==> src/rtl/fmpad_pkg.sv <==
// Shared beat classification and dimension helpers for the feature-map padding stream.
package fmpad_pkg;

  typedef enum logic {
    BEAT_PAD      = 1'b0,
    BEAT_INTERIOR = 1'b1
  } beat_class_e;

  // Padded extent along one axis (OUT_W from IN_W/PAD_L/PAD_R, OUT_H from IN_H/PAD_T/PAD_B).
  function automatic int out_dim(input int in_dim, input int pad_lo, input int pad_hi);
    return pad_lo + in_dim + pad_hi;
  endfunction

  // Counter width able to hold 0..max_val, never narrower than one bit.
  function automatic int cnt_width(input int max_val);
    return (max_val > 0) ? $clog2(max_val + 1) : 1;
  endfunction

endpackage

==> src/rtl/fmpad_out_reg.sv <==
// Single-slot valid/data output register; refills in the same cycle its beat is consumed.
module fmpad_out_reg #(
  parameter int W = 8
) (
  input  logic         ap_clk,
  input  logic         ap_rst_n,
  input  logic         load,
  input  logic [W-1:0] load_data,
  output logic         can_load,
  output logic         valid,
  output logic [W-1:0] data,
  input  logic         ready
);

  logic         valid_reg;
  logic [W-1:0] data_reg;

  assign can_load = !valid_reg || ready;
  assign valid    = valid_reg;
  assign data     = data_reg;

  always_ff @(posedge ap_clk or negedge ap_rst_n) begin
    if (!ap_rst_n) begin
      valid_reg <= 1'b0;
      data_reg  <= '0;
    end else if (can_load) begin
      valid_reg <= load;
      if (load) data_reg <= load_data;
    end
  end

endmodule

==> src/rtl/fmpadding_stream.sv <==
// Streams a frame surrounded by zero borders; pad beats are generated locally, interior beats pass through.
module fmpadding_stream
  import fmpad_pkg::*;
#(
  parameter int BIT_WIDTH = 8,
  parameter int SIMD      = 1,
  parameter int CH_FOLD   = 1,
  parameter int IN_W      = 254,
  parameter int IN_H      = 254,
  parameter int PAD_T     = 1,
  parameter int PAD_B     = 1,
  parameter int PAD_L     = 1,
  parameter int PAD_R     = 1
) (
  input  logic                      ap_clk,
  input  logic                      ap_rst_n,
  input  logic                      in0_V_V_TVALID,
  output logic                      in0_V_V_TREADY,
  input  logic [BIT_WIDTH*SIMD-1:0] in0_V_V_TDATA,
  output logic                      out_V_V_TVALID,
  input  logic                      out_V_V_TREADY,
  output logic [BIT_WIDTH*SIMD-1:0] out_V_V_TDATA
);

  localparam int DW    = BIT_WIDTH * SIMD;
  localparam int OUT_W = out_dim(IN_W, PAD_L, PAD_R);
  localparam int OUT_H = out_dim(IN_H, PAD_T, PAD_B);
  localparam int FW    = cnt_width(CH_FOLD - 1);
  localparam int XW    = cnt_width(OUT_W - 1);
  localparam int YW    = cnt_width(OUT_H - 1);

  localparam logic [FW-1:0] F_LAST = FW'(CH_FOLD - 1);
  localparam logic [XW-1:0] X_LAST = XW'(OUT_W - 1);
  localparam logic [YW-1:0] Y_LAST = YW'(OUT_H - 1);

  logic [FW-1:0] f_reg;
  logic [XW-1:0] x_reg;
  logic [YW-1:0] y_reg;

  beat_class_e   beat_class;
  int            x_rel;
  int            y_rel;
  logic          can_load;
  logic          load;
  logic [DW-1:0] load_data;

  // Signed offsets into the unpadded frame keep the bounds test valid for zero pads.
  always_comb begin
    x_rel      = int'(x_reg) - PAD_L;
    y_rel      = int'(y_reg) - PAD_T;
    beat_class = BEAT_PAD;
    if (x_rel >= 0 && x_rel < IN_W && y_rel >= 0 && y_rel < IN_H)
      beat_class = BEAT_INTERIOR;
  end

  assign in0_V_V_TREADY = (beat_class == BEAT_INTERIOR) && can_load && ap_rst_n;
  assign load           = (beat_class == BEAT_PAD) ? can_load
                                                   : (in0_V_V_TVALID && in0_V_V_TREADY);
  assign load_data      = (beat_class == BEAT_INTERIOR) ? in0_V_V_TDATA : '0;

  always_ff @(posedge ap_clk or negedge ap_rst_n) begin
    if (!ap_rst_n) begin
      f_reg <= '0;
      x_reg <= '0;
      y_reg <= '0;
    end else if (load) begin
      if (f_reg == F_LAST) begin
        f_reg <= '0;
        if (x_reg == X_LAST) begin
          x_reg <= '0;
          y_reg <= (y_reg == Y_LAST) ? '0 : y_reg + 1'b1;
        end else begin
          x_reg <= x_reg + 1'b1;
        end
      end else begin
        f_reg <= f_reg + 1'b1;
      end
    end
  end

  fmpad_out_reg #(
    .W(DW)
  ) u_out_reg (
    .ap_clk   (ap_clk),
    .ap_rst_n (ap_rst_n),
    .load     (load),
    .load_data(load_data),
    .can_load (can_load),
    .valid    (out_V_V_TVALID),
    .data     (out_V_V_TDATA),
    .ready    (out_V_V_TREADY)
  );

endmodule

==> config.mk <==
export PLATFORM = sky130hd
export DESIGN_NAME = fmpadding_stream
export DESIGN_NICKNAME = d
export VERILOG_FILES = /design/src/rtl/fmpad_pkg.sv /design/src/rtl/fmpad_out_reg.sv /design/src/rtl/fmpadding_stream.sv
export SDC_FILE = /design/constraint.sdc
export NUM_CORES = 1
export LEC_CHECK = 0
export ABC_AREA = 1
export CAP_MARGIN = 10
export CORE_ASPECT_RATIO = 0.6
export CORE_UTILIZATION = 40
export DETAILED_ROUTE_END_ITERATION = 8
export SYNTH_ARGS = -nofsm -noshare
export SYNTH_HDL_FRONTEND = slang
export SYNTH_HIERARCHICAL = 1
export SYNTH_SLANG_ARGS = --single-unit
export TNS_END_PERCENT = 30
==> constraint.sdc <==
create_clock -name ap_clk -period 4.15 [get_ports ap_clk]
set_input_delay 1.245 -clock ap_clk [delete_from_list [all_inputs] [get_ports ap_clk]]
set_output_delay 1.245 -clock ap_clk [all_outputs]
set_load 0.02 [all_outputs]
# Yosys cells after proc, flatten, opt, wreduce, memory -nomap -nowiden
# Index checks and enable logic that the tools add are counted.
[totals]
ff_bits = 26
out_inout_bits = 10
elab_cells = 34
in_bits = 12
[op_classes]
n_addsub = 5
n_lt_le_gt_ge = 4
bitwise_logic = 1
n_reduce_logical = 11
n_eq_ne = 2
muxes = 6
[ops]
columns = ["operator", "count"]
rows = [
  ["$mux W8", 3],
  ["$ge A9 B1 Y1 const B", 2],
  ["$lt A9 B9 Y1 const B", 2],
  ["$sub A8 B1 Y9 const B", 2],
  ["$add A8 B1 Y8 const B", 2],
  ["$eq A8 B8 Y1 const B", 2],
  ["$logic_and A1 B1 Y1", 6],
  ["$reduce_and A2 Y1", 2],
  ["$mux W1", 3],
  ["$reduce_and A3 Y1", 1],
  ["$add A1 B1 Y1 const B", 1],
  ["$logic_not A1 Y1", 1],
  ["$logic_or A1 B1 Y1", 1],
  ["$not A1 Y1", 1],
]

# Depth between registers and ports, before layout
# Gate-level depths: netlist (run 1).
[logic_depth]
ltp_word = 11
ltp_mapped = 13
ltp_nobuf = 12

# Hierarchy
# Netlist (run 1), hierarchy kept.
[by_module_without_submodules]
columns = ["mod", "n_inst", "seq_area_each_um2", "area_each_um2", "cells_per_inst"]
rows = [
  ["fmpadding_stream", 1, 400.4, 1219.9, 179],
  ["fmpad_out_reg", 1, 225.2, 367.9, 39],
]

# Worst setup path before layout (run 1)
# No wires, ideal clock.
[synth_timing]
path_type = "input port to output port"
from = "input port out_V_V_TREADY"
to = "output port in0_V_V_TREADY"
path_stages = 6
arrival_ns = 2.141
slack_ns = 0.764
path_buffers = 2
t_required_ns = 2.905
cell_sequence = "inv_1 > nand2_2 > buf_6 > clkbuf_1 > nand2_1 > nor2_1"
[synth_via]
elab_chain_len = 3
[synth_lines]
columns = ["item", "line", "text"]
rows = [
  ["from (decl)", "fmpadding_stream.sv:21", "input logic out_V_V_TREADY,"],
  ["$logic_or A1 B1 Y1", "fmpad_out_reg.sv:18", "assign can_load = !valid_reg || ready;"],
  ["named net can_load", "fmpadding_stream.sv:43", "logic can_load;"],
  ["$logic_and A1 B1 Y1 (2 in a row)", "fmpadding_stream.sv:56", "assign in0_V_V_TREADY = (beat_class == BEAT_INTERIOR) && can_load && ap_rst_n;"],
  ["to (decl)", "fmpadding_stream.sv:18", "output logic in0_V_V_TREADY,"],
]
# The timed path passes the listed nets, and every way through them passes these cells.

# Worst setup path in the final report (run 1)
# Same ends and word-level chain as after synthesis.

==> metrics.md, run 1 <==
| Metric | Value |
|---|---|
| Status | finished clean |
| N_diodes | 0 |
| Root Driver | clkbuf_8 |
| Initial DRC count | 76 |
| Fin. Hold Viols | 0 |
| Post-CTS setup repair buffer count | 0 |
| Layout cells sized above 1 | 0.0669 |
| TritonRoute pass-1 iters | 4 |
| Post-synth top area share | 0.394 |
| Total clock sinks | 25 |
| H-tree levels | 1 |
| Vias per cell | 4.84 |
| Die H | 50.8 um |
| Largest net degree at the start of global routing | 28 |
| Largest cells by area after synthesis | dfrtp_1 39%, nand2_1 17%, nand3_1 8.2% |
| Logic gate share of total power | 0.285 |
| Post-Syn Instances | 218 |
| Yosys warns | 6 |
| Layout area overhead | 17.6% |
| Cell Pwr Density | 337 mW/mm^2 |
| Final nets | 256 |
| GRT Overall Usage | 0.184 |
| Final setup TNS | 0 ns |
| Filler instances | 373 |
| Switching part of the total | 0.351 |
| P_int | 408 uW |
| Least-Margin Pin Slew | 0.444 ns |
| Core Rows | 17 |
| Worst setup SP type | input pin |
| Hold Path Class | register to register |
| Synthesized area | 0.00159 mm^2 |
| Crit-path cells | clkdlybuf4s50_1, inv_1, nand2_2, nand2_1, nor2_1, clkdlybuf4s50_1 |
| Post-synthesis cell type count | 22 |
| Lkg Pwr | 0.988 nW |
| Max-slew violation count | 0 |
| WL final | 3.46 mm |
| Critical path's largest stage delay | 0.62 ns |
| I/O pin cnt | 22 |
| Wire per inst | 12.1 um |
| Sequential share of the synthesized area | 0.394 |
| Post-DRT Antenna Nets | 0 |
| Net switching power | 221 uW |
| # resized after CTS | 0 |
| Die width | 83.3 um |
| CP Class | input pin to primary output |
| CP Data Required Time | 2.90 ns |
| CTS Buffer Depth | 2 |
| EDFF count, synth | 0 |
| Synthesized flop and latch total | 25 |
| Total gr overflow | 0 |
| GPL Wtd Cong | 0.801 |
| Post-synth ARST share | 1.00 |
| Vias in the first global route | 1249 |
| Slew HR | 0.703 |
| Mapped Avg Cell Area | 7.28 um^2 |
| Synth area leader | dfrtp_1 |
| Setup crit end kind | primary output |
| RSZ-0062 raised after global routing | false |
| Predominant post-synthesis flop cell | dfrtp_1 |
| Placed Instances | 282 |
| Worst Skew | 0.00763 ns |
| Top post-synthesis cells by count | 74 x nand2_1, 26 x nand3_1, 26 x nor2_1 |
| Final period util | 0.936 |
| Initial Util | 0.427 |
| Most common cell on crit path | clkdlybuf4s50_1 |
| Final setup fails | 0 |
| Syn nets | 234 |
| Clk slew on worst S/H paths | 0.08 ns |
| Max Cap Viol | 0 |
| Hold_buf cts | 0 |
| CP Max Fanout | 2 |
| Post-DP HPWL | 2.47 mm |
| Flop pwr share | 0.482 |
| CTS Buf Count | 3 |
| Total core area | 0.00372 mm^2 |
| CTS tree | done |
| Most numerous cell in the Yosys netlist | nand2_1 |
| DRC Markers | 0 |
| CP arrival | 2.64 ns |
| Slowest-stage cell, CP | clkdlybuf4s50_1 |
| Clock power frac | 0.233 |
| Vias after detailed routing | 1384 |
| Port Buffers | 21 |
| Final min period | 3.89 ns |
| Fin cells | 286 |
| Maximum clock rate | 257 MHz |
| Peak VDD IR | 0.248 mV |
| Die area | 0.00423 mm^2 |
| Latest clock arrival within the worst-skew pair | 0.27 ns |
| Initial antenna violation count | 0 |
| First-pass GRT wire length | 6.15 mm |
-- logic make-up after synthesis --
logic type,synth area share
AOI/OAI and AO/OA,0.00788
xor gates and xnor gates,0.0552
adders and majority gates,0.0315
buffers and inverters,0.0835
DFF,0.394
and+or+nand+nor,0.428
-- critical path, delay by kind of cell --
family	cells	cell delay (ns)
buf+inv	3	1.12
simple gates	3	0.27
-- cells in the final DEF (no fill, tap or decap) --
master,instances
nand2_1,74
xnor2_1,2
clkdlybuf4s50_1,21
buf_4,2
nand4_1,10
nor3_1,2
clkbuf_1,1
nor3b_2,1
nor2_1,26
nand2_2,3
ha_1,4
nand2_4,3
dfrtp_1,25
o21bai_1,1
inv_1,21
nand3_1,26
clkinv_1,1
o21ai_0,1
nor2_2,1
nand3_2,3
clkbuf_8,3
xor2_1,8
-- final timing paths --
path	start	endpoint	slack [ns]	cells past startpoint
max reg2reg	y_reg[0]$_DFFE_PN0P_	y_reg[6]$_DFFE_PN0P_	1.99	10
max in group asynchronous	ap_rst_n	u_out_reg/data[1]$_DFFE_PN0P_	2.52	2
max	out_V_V_TREADY	in0_V_V_TREADY	0.26	6
min	u_out_reg/data[1]$_DFFE_PN0P_	u_out_reg/data[1]$_DFFE_PN0P_	0.48	2
min reg2reg	u_out_reg/data[1]$_DFFE_PN0P_	u_out_reg/data[1]$_DFFE_PN0P_	0.48	2
min in group asynchronous	ap_rst_n	x_reg[2]$_DFFE_PN0P_	1.37	2
-- metrics by stage --
stage                     area (um^2)   util  total power, mW  setup WS (ns)  hold WS, ns
after CTS                        1870  0.502            0.635          0.231        0.480
after floorplan                  1590      -            0.436          0.764        0.489
after detailed placement         1820  0.489            0.487          0.251        0.459
after global routing             1870  0.502            0.672          0.165        0.517
after global placement           1820  0.489            0.486          0.241        0.454
final                            1870  0.502            0.629          0.264        0.475
-- power by group through the flow --
| stage | registers, mW | clock network (mW) | logic, mW |
|---|---|---|---|
| 2_1_floorplan | 0.302 | 0 | 0.134 |
| 5_1_grt | 0.309 | 0.159 | 0.205 |
| 3_3_place_gp | 0.306 | 0 | 0.180 |
| 3_5_place_dp | 0.308 | 0 | 0.179 |
| 6_report | 0.303 | 0.147 | 0.179 |
| 4_1_cts | 0.303 | 0.151 | 0.180 |
-- layout make-up --
class	count	area [um^2]	share of cell area
Clock buffer	4	45.0	0.0241
Inverter	22	82.6	0.0442
Multi-Input combinational cell	165	830	0.444
Sequential cell	25	626	0.335
Tap cell	47	58.8	0.0315
Timing Repair Buffer	23	225	0.121
-- metal layers --
layer | track usage | part of all wire | up-vias | wire length [um]
li1 | - | - | 732 | -
met1 | 0.277 | 0.56 | 623 | 1940
met2 | 0.268 | 0.39 | 25 | 1330
met3 | 0.0428 | 0.048 | 4 | 166
met4 | 0.0345 | 0.0061 | 0 | 21
met5 | 0 | 0 | - | 0
Power figures use the tool's default switching activity.
==> run 2: changes to the inputs <==
GPL_TIMING_DRIVEN = 0   (was default)
==> run 2 against run 1 <==
  * Power rose by 0.50%
  * Utilization is 1.6 points higher
  * Non-clock buffer count increased by 4
  * Global-route usage grew 0.24 points
  * Critical path depth up 1
  * Cell count is 1.4% higher
  * Critical endpoint unchanged
==> metrics.md, run 2 (synthesis gave the netlist of run 1 again) <==
| Metric | Value |
|---|---|
| Final hold slack | 0.476 ns (+0.000379 ns) |
| Maximum clock rate | 271 MHz (+5.4%) |
| Vias after detailed routing | 1388 (+0.29%) |
| RSZ-0062 raised after global routing | false |
| Max Cap Viol | 0 (unchanged) |
| CP Class | input pin to primary output |
| Cell Pwr Density | 328 mW/mm^2 (-2.7%) |
| Initial Util | 0.427 (unchanged) |
| Met2 GRT Util | 0.286 (+0.0178) |
| Met1 usage | 0.270 (-0.00672) |
| Worst setup SP type | input pin |
| Setup crit end kind | primary output |
| Clk slew on worst S/H paths | 0.09 ns (about the same) |
| Wire per inst | 11.5 um (-4.8%) |
| Total core area | 0.00372 mm^2 (unchanged) |
| Largest net degree at the start of global routing | 24 (-14%) |
| Max-slew violation count | 0 (unchanged) |
| PnR Total Power | 632 uW (+0.50%) |
| First-pass GRT wire length | 6.28 mm (+2.0%) |
| Final nets | 260 (+1.6%) |
| Core Util, Final | 0.518 (+0.0165) |
| Die area | 0.00423 mm^2 (unchanged) |
| N_diodes | 0 (unchanged) |
| Port Buffers | 21 (unchanged) |
| Least-Margin Pin Slew | 0.633 ns (+0.189 ns) |
| CTS Buf Count | 3 (unchanged) |
| Hold Path Class | register to register |
| CTS tree | done |
| Final setup fails | 0 (unchanged) |
| GPL Wtd Cong | 0.849 (+6.0%) |
| Die H | 50.8 um (unchanged) |
| Grt peak-use layer | met2 |
| Layout area overhead | 21.4% |
| Layout cells sized above 1 | 0.0864 (+0.0195) |
| Final min period | 3.69 ns (-0.200 ns) |
| Commonest non-fill, non-tap cell in the layout | nand2_1 |
| Peak VDD IR | 0.249 mV (+0.25%) |
| Root Driver | clkbuf_8 |
| H-tree levels | 1 (unchanged) |
| CTS Buffer Depth | 2 (unchanged) |
| TritonRoute pass-1 iters | 4 (unchanged) |
| Latest clock arrival within the worst-skew pair | 0.27 ns (about the same) |
| Most frequent cells in the layout | 74 x nand2_1, 26 x nand3_1, 26 x nor2_1, 25 x dfrtp_1, 21 x inv_1 |
| I/O pin cnt | 22 (unchanged) |
| CP arrival | 2.44 ns (-0.20 ns) |
| Initial antenna violation count | 0 (unchanged) |
| Final setup TNS | 0 ns (unchanged) |
| Hold_buf cts | 0 (unchanged) |
| Placed Area | 0.00188 mm^2 (+3.4%) |
| M3 GR Usage | 0.0444 (+0.00164) |
| Vias per cell | 4.79 (-1.1%) |
| GRT Overall Usage | 0.186 (+0.00242) |
| Vias in the first global route | 1321 (+5.8%) |
| Fin. Hold Viols | 0 (unchanged) |
| Post-DP HPWL | 2.53 mm (+2.2%) |
| Status | finished clean |
| Total clock sinks | 25 (unchanged) |
| Core Rows | 17 (unchanged) |
| Worst Skew | 0.0101 ns (+0.00252 ns) |
| DRC Markers | 0 (unchanged) |
| Slew HR | 0.578 (-0.125) |
| Post-layout instance area | 0.00193 mm^2 (+3.3%) |
| Final period util | 0.888 (-0.0482) |
| CP Data Required Time | 2.90 ns (about the same) |
| Lkg Pwr | 1.04 nW (+5.4%) |
| CP Max Fanout | 23 (+21) |
| WL final | 3.34 mm (-3.5%) |
| Initial DRC count | 71 (-6.6%) |
| Die width | 83.3 um (unchanged) |
| Post-DRT Antenna Nets | 0 (unchanged) |
| Total gr overflow | 0 (unchanged) |
| Filler instances | 354 (-5.1%) |
[run 2: changes by cell type in the layout (fill, tap and decap cells not counted), sizes merged]
cell	change
clkinv	+1
clkdlybuf4s50	-2
dlygate4sd2	+1
dlymetal6s2s	+1
buf	+3
[run 2: worst paths after layout]
path | from | endpoint | slack [ns] | cells after the start
setup / recovery | out_V_V_TREADY | in0_V_V_TREADY | 0.46 | 7
hold / removal | u_out_reg/data[3]$_DFFE_PN0P_ | u_out_reg/data[3]$_DFFE_PN0P_ | 0.48 | 2
setup reg to reg | y_reg[1]$_DFFE_PN0P_ | u_out_reg/data[0]$_DFFE_PN0P_ | 2.01 | 13
hold reg to reg | u_out_reg/data[3]$_DFFE_PN0P_ | u_out_reg/data[3]$_DFFE_PN0P_ | 0.48 | 2
max in group asynchronous | ap_rst_n | y_reg[2]$_DFFE_PN0P_ | 2.54 | 2
min in group asynchronous | ap_rst_n | u_out_reg/data[2]$_DFFE_PN0P_ | 1.09 | 1
[run 2: cell type report]
class / count / area [um^2] / share of cell area
Multi-Input combinational cell: 165 / 830 / 0.430
Clock inverter: 1 / 5.00 / 0.00260
Timing Repair Buffer: 22 / 239 / 0.124
Clock buffer: 3 / 41.3 / 0.0214
Buffer: 5 / 46.3 / 0.0240
Sequential cell: 25 / 626 / 0.324
Inverter: 22 / 82.6 / 0.0428
Tap cell: 47 / 58.8 / 0.0305
[run 2: worst max-delay path, stage by stage]
cell and delay [ns]:
clkdlybuf4s50_1 0.45, inv_1 0.05, nand2_2 0.07, buf_6 0.21
nand2_1 0.07, nor2_1 0.11, dlymetal6s2s_1 0.22
[run 2: layer usage]
layer | vias to the layer above | routed length [um]
met5 | - | 0
met1 | 611 | 1920
met3 | 2 | 177
met2 | 34 | 1230
met4 | 0 | 13
li1 | 741 | -
[run 2: what timing repair did]
item	4_1_cts	5_1_grt
buffers inserted	0	0
setup endpoints to repair	1	1
gates resized for setup	1	1
[run 2: metrics by stage]
stage,std cells,worst slack [ns]
after floorplan,218,0.764
after global placement,286,-0.624
after detailed placement,287,-0.277
after CTS,290,0.0710
after global routing,290,0.374
final,290,0.464
[run 2: power breakdown]
part           internal, mW  switching [mW]
logic                0.0751           0.112
registers             0.269          0.0326
clock network        0.0671          0.0763
total                 0.412           0.221
==> run 3: changes to the inputs <==
ABC_AREA = default   (was 1)
==> run 3 against run 2 <==
  * Largest power group is now combinational cells
  * Cell count decreased by 24%
  * Area after synthesis grew 1.6%
  * Hold slack better by 0.051 ns
  * Critical endpoint unchanged
  * Clock power rose by 6%
  * Utilization shrank 0.12 points
  * Routed wire length is 8.0% higher
  * The flow now finishes with violations (DRC)
  * Global-route usage about the same
==> metrics.md, run 3 <==
| Metric | Value |
|---|---|
| Multiplexer area fraction after synthesis | 0.102 (+0.102) |
| Worst setup SP type | input pin |
| Worst Skew | 0.00334 ns (-0.00680 ns) |
| Cell Pwr Density | 559 mW/mm^2 (+70%) |
| PnR Total Power | 1.09 mW (+72%) |
| Top post-synthesis cells by count | 25 x dfrtp_1, 15 x inv_1, 9 x and3_1 |
| Clock power frac | 0.138 (-0.089) |
| Net switching power | 435 uW (+97%) |
| Core Rows | 17 (unchanged) |
| Final min period | 4.01 ns (+0.326 ns) |
| Vias after detailed routing | 1250 (-9.9%) |
| Compound-Gate Fraction of Synth Area | 0.205 (+0.197) |
| Largest cells by area after synthesis | dfrtp_1 39%, mux2_4 7.4%, a2111oi_2 5.6% |
| Initial DRC count | 41 (-42%) |
| Die H | 51.2 um (+0.76%) |
| Synthesized area | 0.00161 mm^2 (+1.6%) |
| Latest clock arrival within the worst-skew pair | 0.27 ns (about the same) |
| Max-slew violation count | 0 (unchanged) |
| P_int | 652 uW (+58%) |
| Die width | 84.0 um (+0.77%) |
| Setup crit end kind | primary output |
| Flop pwr share | 0.367 (-0.111) |
| EDFF count, synth | 0 (unchanged) |
| Synth area leader | dfrtp_1 |
| Switching part of the total | 0.400 (+0.0513) |
| Max Cap Viol | 0 (unchanged) |
| Post-CTS setup repair buffer count | 0 (unchanged) |
| Wire per inst | 16.5 um (+43%) |
| Logic gate share of total power | 0.494 (+0.199) |
| Clk slew on worst S/H paths | 0.09 ns (about the same) |
| Commonest non-fill, non-tap cell in the layout | dfrtp_1 |
| Synthesized flop and latch total | 25 (unchanged) |
| Final nets | 189 (-27%) |
| CP Class | input pin to primary output |
| Post-DRT Antenna Nets | 0 (unchanged) |
| CP arrival | 2.77 ns (+0.33 ns) |
| Root Driver | clkbuf_8 |
| Syn nets | 162 (-31%) |
| CP Data Required Time | 2.90 ns (about the same) |
| Violated checks | DRC |
| Peak VDD IR | 0.168 mV (-32%) |
| Lkg Pwr | 0.798 nW (-23%) |
| Sequential share of the synthesized area | 0.388 (-0.00611) |
| Hold Path Class | register to register |
| Port Buffers | 21 (unchanged) |
| First-pass GRT wire length | 6.26 mm (-0.33%) |
| Simple-gate share of the synthesized area | 0.182 (-0.246) |
| Hold_buf cts | 0 (unchanged) |
| Predominant post-synthesis flop cell | dfrtp_1 |
| Least-Margin Pin Slew | 0.526 ns (-0.107 ns) |
| TritonRoute pass-1 iters | 7 (+3) |
| GPL Wtd Cong | 0.805 (-5.2%) |
| RSZ-0062 raised after global routing | false |
| Most frequent cells in the layout | 25 x dfrtp_1, 20 x clkdlybuf4s50_1, 15 x inv_1, 9 x and3_1, 8 x mux2_4 |
| Final setup fails | 0 (unchanged) |
| Initial antenna violation count | 0 (unchanged) |
| CP Max Fanout | 19 (-17%) |
| Post-DP HPWL | 2.67 mm (+5.7%) |
| WL final | 3.61 mm (+8.0%) |
| Post-synthesis cell type count | 43 (+95%) |
| Largest net degree at the start of global routing | 20 (-17%) |
| Fin cells | 219 (-24%) |
| Total core area | 0.00376 mm^2 (+1.1%) |
| Post-Synth XOR/XNOR Area | 0.0380 (-0.0171) |
| Post-Syn Instances | 146 (-33%) |
| CTS Buf Count | 3 (unchanged) |
| Vias in the first global route | 1236 (-6.4%) |
| Largest family of logic cells by synthesized area | compound AO/OA/AOI/OAI gates |
| Post-synth ARST share | 1.00 (unchanged) |
| Yosys warns | 6 (unchanged) |
| Final period util | 0.967 (+0.0785) |
| Maximum clock rate | 249 MHz (-8.1%) |
| GRT Overall Usage | 0.186 (about the same) |
| Post-synth top area share | 0.388 (-0.00611) |
| I/O pin cnt | 22 (unchanged) |
| Fin. Hold Viols | 0 (unchanged) |
| Total gr overflow | 0 (unchanged) |
| N_diodes | 0 (unchanged) |
| Most numerous cell in the Yosys netlist | dfrtp_1 |
| Post-Synth Adder-Cell Area | 0.0310 (-0.000489) |
| Slew HR | 0.649 (+0.0714) |
| Placed Instances | 215 (-25%) |
| Mapped Avg Cell Area | 11.0 um^2 (+52%) |
| DRC Markers | 10 (+10) |
| Total clock sinks | 25 (unchanged) |
| Vias per cell | 5.71 (+19%) |
| CTS tree | done |
| H-tree levels | 1 (unchanged) |
| Initial Util | 0.428 (+0.00183) |
| Layout cells sized above 1 | 0.209 (+0.123) |
| Die area | 0.00430 mm^2 (+1.5%) |
| Status | finished, violations left |
| CTS Buffer Depth | 2 (unchanged) |
| Layout area overhead | 20.6% |
## run 3: cell types whose count changed in the layout (fill, tap and decap cells not counted), sizes merged, moves of 6 or more
cell / delta
a2111oi: +7
a21oi: +6
and3: +9
inv: -6
mux2: +11
nand2: -72
nand3: -21
nand4: -7
nor2: -22
## run 3: what timing repair did
| action | CTS | global route |
|---|---|---|
| gates resized for setup | 1 | 1 |
| endpoints found under the setup margin | 1 | 1 |
| pin swaps | 0 | 0 |
## run 3: area by class of cell
class	count	area, um^2
buffer	4	31.3
inverter	15	56.3
clock buffer	3	41.3
timing repair buffer	22	225
sequential	25	626
clock inverter	1	7.51
fill	340	1820
tap	47	58.8
multi-input combinational	102	900
## run 3: through the flow
step	utilization	hold slack [ns]	setup WS [ns]	setup TNS, ns	instance area [um^2]
floorplan	-	0.500	1.19	0	1610
global placement	0.500	0.492	-0.664	-0.664	1880
detailed placement	0.504	0.500	-0.196	-0.196	1900
CTS	0.516	0.526	0.0740	0	1940
global route	0.517	0.547	0.0353	0	1950
finish	0.517	0.527	0.139	0	1950
## run 3: worst paths after layout
| check | depth (start not counted) | startpoint | endpoint | slack (ns) |
|---|---|---|---|---|
| max | 4 | ap_rst_n | in0_V_V_TREADY | 0.14 |
| min | 1 | u_out_reg/data[0]$_DFFE_PN0P_ | u_out_reg/data[0]$_DFFE_PN0P_ | 0.53 |
| max reg2reg | 8 | y_reg[0]$_DFFE_PN0P_ | u_out_reg/data[4]$_DFFE_PN0P_ | 1.57 |
| min reg2reg | 1 | u_out_reg/data[0]$_DFFE_PN0P_ | u_out_reg/data[0]$_DFFE_PN0P_ | 0.53 |
| max in group asynchronous | 2 | ap_rst_n | x_reg[3]$_DFFE_PN0P_ | 2.67 |
| min in group asynchronous | 1 | ap_rst_n | x_reg[2]$_DFFE_PN0P_ | 0.99 |
## run 3: per-layer routing
layer | wire length, um | global-route usage | vias up
li1 | - | - | 588
met1 | 1780 | 0.276 | 611
met2 | 1550 | 0.281 | 47
met3 | 256 | 0.0468 | 4
met4 | 15 | 0.0230 | 0
met5 | 0 | 0 | -
## run 3: power by group through the flow
stage          registers, mW  logic, mW  clock network, mW
2_1_floorplan          0.443      0.305                  0
3_5_place_dp           0.402      0.534                  0
6_report               0.399      0.537              0.151
5_1_grt                0.412      0.580              0.165
3_3_place_gp           0.397      0.518                  0
4_1_cts                0.399      0.537              0.156
## run 3: worst max-delay path: stages
cell and delay [ns]:
clkdlybuf4s15_1 0.46, buf_8 0.25, and4_1 0.20, clkdlybuf4s50_1 0.60
## run 3: logic make-up (layout without fill, tap and decap cells)
group                      Yosys count  after routing
buffers and inverters               19             45
adders and majority gates            4              4
DFF                                 25             25
AOI/OAI and AO/OA                   33             33
and+or+nand+nor                     46             46
xor gates and xnor gates             7              7
muxes                               12             12
